## config.mk

```make
export PLATFORM = sky130hd
export DESIGN_NAME = inst_queue_flat
export DESIGN_NICKNAME = d
export VERILOG_FILES = /design/src/rtl/inst_queue_pkg.sv /design/src/rtl/inst_queue_if.sv /design/src/rtl/inst_queue_ram.sv /design/src/rtl/inst_queue.sv /design/src/flat_wrapper.sv
export SDC_FILE = /design/constraint.sdc
export NUM_CORES = 1
export LEC_CHECK = 0
export ABC_CLOCK_PERIOD_IN_PS = 9400
export CELL_PAD_IN_SITES_DETAIL_PLACEMENT = 1
export CELL_PAD_IN_SITES_GLOBAL_PLACEMENT = 2
export CORE_AREA = 2 2 265 267
export DETAILED_ROUTE_END_ITERATION = 8
export DIE_AREA = 0 0 267 269
export PLACE_DENSITY = 0.85
export SLEW_MARGIN = 20
export SYNTH_ARGS = -nofsm -noshare
export SYNTH_HDL_FRONTEND = slang
export SYNTH_SLANG_ARGS = --single-unit
```

## constraint.sdc

```tcl
create_clock -name clk -period 9.4 [get_ports clk]
set_input_delay 1.88 -clock clk [delete_from_list [all_inputs] [get_ports clk]]
set_output_delay 1.88 -clock clk [all_outputs]
set_load 0.05 [all_outputs]
```

## src/rtl/inst_queue_pkg.sv

```systemverilog
// Shared frontend definitions for the instruction queue: entry layout, widths and
// default sizing.
package inst_queue_pkg;

  localparam int PC_W           = 64;
  localparam int INST_W         = 32;
  localparam int ENTRY_W        = PC_W + INST_W;
  localparam int DEF_DEPTH      = 8;
  localparam int DEF_STALL_FREE = 2;

  typedef struct packed {
    logic [PC_W-1:0]   pc;
    logic [INST_W-1:0] inst;
  } iq_entry_t;

endpackage

```

## src/rtl/inst_queue_if.sv

```systemverilog
// Icache-response push side and decode pop side of the instruction queue,
// bundled so the queue and its neighbours share one connection point.
interface inst_queue_if;
  import inst_queue_pkg::*;

  logic              ic_valid_i;
  logic [PC_W-1:0]   ic_pc_i;
  logic [INST_W-1:0] ic_inst_i;
  logic              iq_valid_o;
  logic [PC_W-1:0]   iq_pc_o;
  logic [INST_W-1:0] iq_inst_o;
  logic              dec_ready_i;

  modport slave (
    input  ic_valid_i, ic_pc_i, ic_inst_i, dec_ready_i,
    output iq_valid_o, iq_pc_o, iq_inst_o
  );

  modport master (
    output ic_valid_i, ic_pc_i, ic_inst_i, dec_ready_i,
    input  iq_valid_o, iq_pc_o, iq_inst_o
  );

endinterface

```

## src/rtl/inst_queue_ram.sv

```systemverilog
// DEPTH x 96-bit entry storage: one synchronous write port, one asynchronous
// read port. Contents are intentionally not reset.
module iq_ram
  import inst_queue_pkg::*;
#(
  parameter int DEPTH = DEF_DEPTH,
  parameter int AW    = $clog2(DEPTH)
) (
  input  logic          clk,
  input  logic          we,
  input  logic [AW-1:0] waddr,
  input  iq_entry_t     wdata,
  input  logic [AW-1:0] raddr,
  output iq_entry_t     rdata
);

  iq_entry_t mem_q [DEPTH];

  always_ff @(posedge clk) begin
    if (we) mem_q[waddr] <= wdata;
  end

  assign rdata = mem_q[raddr];

endmodule

```

## src/rtl/inst_queue.sv

```systemverilog
// Instruction queue between the Icache and decode: a circular FIFO with an
// early fetch stall, overflow reporting and a full flush on redirect.
module inst_queue
  import inst_queue_pkg::*;
#(
  parameter int DEPTH      = DEF_DEPTH,
  parameter int STALL_FREE = DEF_STALL_FREE
) (
  input  logic        clk,
  input  logic        rst_n,
  input  logic        redir_i,
  output logic        stall_f0_o,
  output logic        ovf_o,
  inst_queue_if.slave bus
);

  localparam int AW = $clog2(DEPTH);
  localparam int CW = AW + 1;

  logic [AW-1:0] wptr_q, wptr_d;
  logic [AW-1:0] rptr_q, rptr_d;
  logic [CW-1:0] cnt_q, cnt_d;
  logic [CW-1:0] free_cnt;
  logic          full, push, pop;
  iq_entry_t     wr_entry, rd_entry;

  // Full is judged on the registered count, so a same-cycle pop never makes room.
  assign full     = (cnt_q == CW'(DEPTH));
  assign push     = bus.ic_valid_i & ~redir_i & ~full;
  assign pop      = (cnt_q != '0) & bus.dec_ready_i & ~redir_i;
  assign free_cnt = CW'(DEPTH) - cnt_q;

  always_comb begin
    wptr_d = wptr_q;
    rptr_d = rptr_q;
    cnt_d  = cnt_q;
    if (redir_i) begin
      wptr_d = '0;
      rptr_d = '0;
      cnt_d  = '0;
    end else begin
      // DEPTH is a power of two, so natural pointer overflow is the wrap.
      wptr_d = wptr_q + AW'(push);
      rptr_d = rptr_q + AW'(pop);
      cnt_d  = cnt_q + CW'(push) - CW'(pop);
    end
  end

  always_ff @(posedge clk) begin
    if (!rst_n) begin
      wptr_q <= '0;
      rptr_q <= '0;
      cnt_q  <= '0;
    end else begin
      wptr_q <= wptr_d;
      rptr_q <= rptr_d;
      cnt_q  <= cnt_d;
    end
  end

  assign wr_entry.pc   = bus.ic_pc_i;
  assign wr_entry.inst = bus.ic_inst_i;

  iq_ram #(
    .DEPTH (DEPTH),
    .AW    (AW)
  ) u_ram (
    .clk   (clk),
    .we    (push & rst_n),
    .waddr (wptr_q),
    .wdata (wr_entry),
    .raddr (rptr_q),
    .rdata (rd_entry)
  );

  assign bus.iq_valid_o = (cnt_q != '0);
  assign bus.iq_pc_o    = rd_entry.pc;
  assign bus.iq_inst_o  = rd_entry.inst;

  // Stall leaves STALL_FREE slots for Icache responses already in flight.
  assign stall_f0_o = (free_cnt <= CW'(STALL_FREE)) | redir_i;
  assign ovf_o      = rst_n & bus.ic_valid_i & ~redir_i & full;

endmodule

```

## src/flat_wrapper.sv

```systemverilog
// flat-port wrapper written by rule: the top's interface ports become plain ports
module inst_queue_flat import inst_queue_pkg::*;
#(
  parameter int DEPTH      = DEF_DEPTH,
  parameter int STALL_FREE = DEF_STALL_FREE
)
  (clk, rst_n, redir_i, stall_f0_o, ovf_o, bus_ic_valid_i, bus_ic_pc_i, bus_ic_inst_i, bus_dec_ready_i, bus_iq_valid_o, bus_iq_pc_o, bus_iq_inst_o);
  inst_queue_if bus_i ();
  input  logic clk;
  input  logic rst_n;
  input  logic redir_i;
  output logic stall_f0_o;
  output logic ovf_o;
  input wire logic [$bits(bus_i.ic_valid_i)-1:0] bus_ic_valid_i;
  input wire logic [$bits(bus_i.ic_pc_i)-1:0] bus_ic_pc_i;
  input wire logic [$bits(bus_i.ic_inst_i)-1:0] bus_ic_inst_i;
  input wire logic [$bits(bus_i.dec_ready_i)-1:0] bus_dec_ready_i;
  output wire logic [$bits(bus_i.iq_valid_o)-1:0] bus_iq_valid_o;
  output wire logic [$bits(bus_i.iq_pc_o)-1:0] bus_iq_pc_o;
  output wire logic [$bits(bus_i.iq_inst_o)-1:0] bus_iq_inst_o;
  assign bus_i.ic_valid_i = bus_ic_valid_i;
  assign bus_i.ic_pc_i = bus_ic_pc_i;
  assign bus_i.ic_inst_i = bus_ic_inst_i;
  assign bus_i.dec_ready_i = bus_dec_ready_i;
  assign bus_iq_valid_o = bus_i.iq_valid_o;
  assign bus_iq_pc_o = bus_i.iq_pc_o;
  assign bus_iq_inst_o = bus_i.iq_inst_o;
  inst_queue #(.DEPTH(DEPTH), .STALL_FREE(STALL_FREE)) u_core (.clk(clk), .rst_n(rst_n), .redir_i(redir_i), .stall_f0_o(stall_f0_o), .ovf_o(ovf_o), .bus(bus_i));
endmodule
```

==> impl_metrics.ini <==
[synth]
post-synth-top-area-fraction = 0.7820
synth_seq_cells = 778
synth_ff_type = edfxtp_1
ys_types = 27
netlist_area_sq_um = 29490
yosys_warnings = 0
synth_most_common_cell = edfxtp_1
syn_nets = 1299
syn_inst = 1184
ys_seq_area_frac = 0.7888
synthTopCellsByCount = edfxtp_1, mux4_2, mux2_2, buf_6, clkbuf_1
synth-edff-count = 768
syn-mean-instance-area_sq_um = 24.91
yosysTopAreaCell = edfxtp_1
synthTopCellsByArea = edfxtp_1, mux4_2, mux2_2
async_flop_share = 0

[finish]
layout-drive-gt1-share = 0.2871
multi_input_comb_area_sq_um = 5916
final_cells = 2432
ff_latch_area_sq_um = 23270
area_growth_pct = 18.65
fin_area_sq_um = 34990
nets = 1550
utilization = 0.5049
fillerInstances = 5995

[clock_network]
clkSinkCount = 778
cts-root-buf = clkbuf_16
post_cts_buffers = 0
cts_tree = yes
h-tree-depth = 3
ctsHoldBuffers = 0
cts_resized = 0
clock_latency_ns = 0.61
numCtsBuffers = 81
clkTransAtPathRegs_ns = 0.06
cts.path.max_buffers = 3

[sta]
slew_headroom = 0.3550
whs_ns = 0.6335
final-hold-violation-count = 0
setup_tns_ns = 0
skew_ns = 0.02739
fmax_ghz = 0.1705
setup_viol = 0
rsz0062_at_grt = false
fin_crit_sh = 0.6238
max_slew.worst_pin.slew_ns = 0.9674
period_minus_slack_ns = 5.864
drv_slew = 0

[critical_path]
r2r_start = u_core.cnt_q[1]$_SDFF_PP0_
required_ns = 7.52
regToRegEndpoint = u_core.u_ram.mem_q[0][37]$_DFFE_PP_
critical_path_class = reg2out
critPathLaunchType = register
worst_path_max_delay_cell = dfxtp_4
cpPeakStageDelay_ns = 0.92
rrSetupSlack_ns = 6.20
arrival_ns = 3.98
cp_max_fo = 98
end_kind = output pin
reg2regPathDepth = 6
crit_chain = buf_12 -> mux4_2 -> mux2_2 -> clkdlybuf4s50_1

[global_routing]
antenna_found_initial = 5
grt_usage = 0.1760
grt_pass1_wl_mm = 92.72
overflow = 0
grt_pass1_vias = 14430
grt_max_degree = 99

[min_path]
whs_path_depth = 2
hold_end = u_core.wptr_q[0]$_SDFF_PP0_
hold_path_class = reg2reg
hp-start = u_core.wptr_q[0]$_SDFF_PP0_

[placement]
io_buffers = 199
post_dp_cell_area_sq_um = 32560
dp.cells = 2291
place_hpwl_mm = 33.48
gp_congestion = 0.6719

[floorplanning]
die_area_sq_um = 71820
die_height_um = 269
core-area_sq_um = 69300
floorplan.io_pins = 200
start_util = 0.4256
row_count = 97
die-width_um = 267

[detailed_routing]
antenna_left = 0
drt-pass1-iter-count = 5
drt_iter0_markers = 1089
drt-vias-per-instance = 5.364
remaining_drc_errors = 0
wire_per_inst_um = 25.58
vias = 13050
drt-total-wl_mm = 62.21

[job]
maxCapViolCount = 0

[pwr]
p_leak_uw = 0.01060
ir_drop_mv = 0.1626
power.density_nw_per_um2 = 201.7

[status]
outcome = finished, final reports clean
[critical path, delay by kind of cell, from the launching register on]
kind / cells / cell delay (ns)
muxes: 2 / 0.89
DFF: 1 / 0.92
buffers and inverters: 2 / 1.40
[power by group]
part | total, uW | switching [uW] | internal, uW | leakage, uW
Clock | 2940 | 1260 | 1690 | 0.00119
Sequential | 3840 | 8.33 | 3830 | 0.00700
Combinational | 274 | 166 | 108 | 0.00242
[how the worst max path moves through the flow]
stage	from	endpoint	slack (ns)	depth (start not counted)
after floorplan	bus_ic_valid_i	u_core.u_ram.mem_q[4][0]$_DFFE_PP_	2.56	3
after global placement	redir_i	ovf_o	3.97	4
after detailed placement	redir_i	ovf_o	3.98	4
after CTS	u_core.rptr_q[2]$_SDFF_PP0_	bus_iq_pc_o[30]	3.32	4
after global routing	u_core.rptr_q[1]$_SDFF_PP0_	bus_iq_pc_o[30]	3.20	4
final	u_core.rptr_q[1]$_SDFF_PP0_	bus_iq_pc_o[30]	3.54	4
[logic make-up after synthesis]
logic type,share of synthesized area
DFF,0.7888
muxes,0.1836
buffers and inverters,0.01290
and+or+nand+nor,0.006279
adders and majority gates,0.006194
xor gates and xnor gates,0.001485
AOI/OAI and AO/OA,0.0007212
[flip-flops by register name (all words and copies together) (netlist names)]
name / flops
u_core.cnt_q: 4
u_core.rptr_q: 3
u_core.u_ram.mem_q: 768
u_core.wptr_q: 3
[cell type report]
type | count | area share
Inverter | 6 | 0.0006436
Clock buffer | 98 | 0.06097
Multi-Input combinational cell | 346 | 0.1691
Clock inverter | 41 | 0.007724
Tap cell | 940 | 0.03361
Antenna cell | 1 | 0.00007152
Timing Repair Buffer | 222 | 0.06279
Sequential cell | 778 | 0.6651
[cell usage in the layout, fill, tap and decap left out, types with 4 or more instances in the layout]
master and n:
and2_1 7, buf_4 21, clkbuf_1 15, clkbuf_16 83, clkdlybuf4s50_1 199, clkinv_1 19
clkinv_2 15, dfxtp_1 7, edfxtp_1 768, ha_1 13, inv_1 6, mux2_2 96
mux4_2 192, nand2_1 4, nand2b_1 5, nor2_1 4, nor2_4 6
[per-layer routing]
layer / routed length (um) / up-vias / GRT usage
li1: - / 5561 / -
met1: 24810 / 7027 / 0.2238
met2: 32450 / 342 / 0.3057
met3: 3495 / 109 / 0.03918
met4: 1424 / 6 / 0.04904
met5: 40 / - / 0
[per-stage QoR]
stage                     setup WS (ns)  total power (uW)
after detailed placement          3.984              4190
after global placement            3.973              4177
after CTS                         3.319              7143
final                             3.536              7058
after floorplan                   2.561              4045
after global routing              3.200              7268
Note: power is estimated with default switching activity, not from simulation.
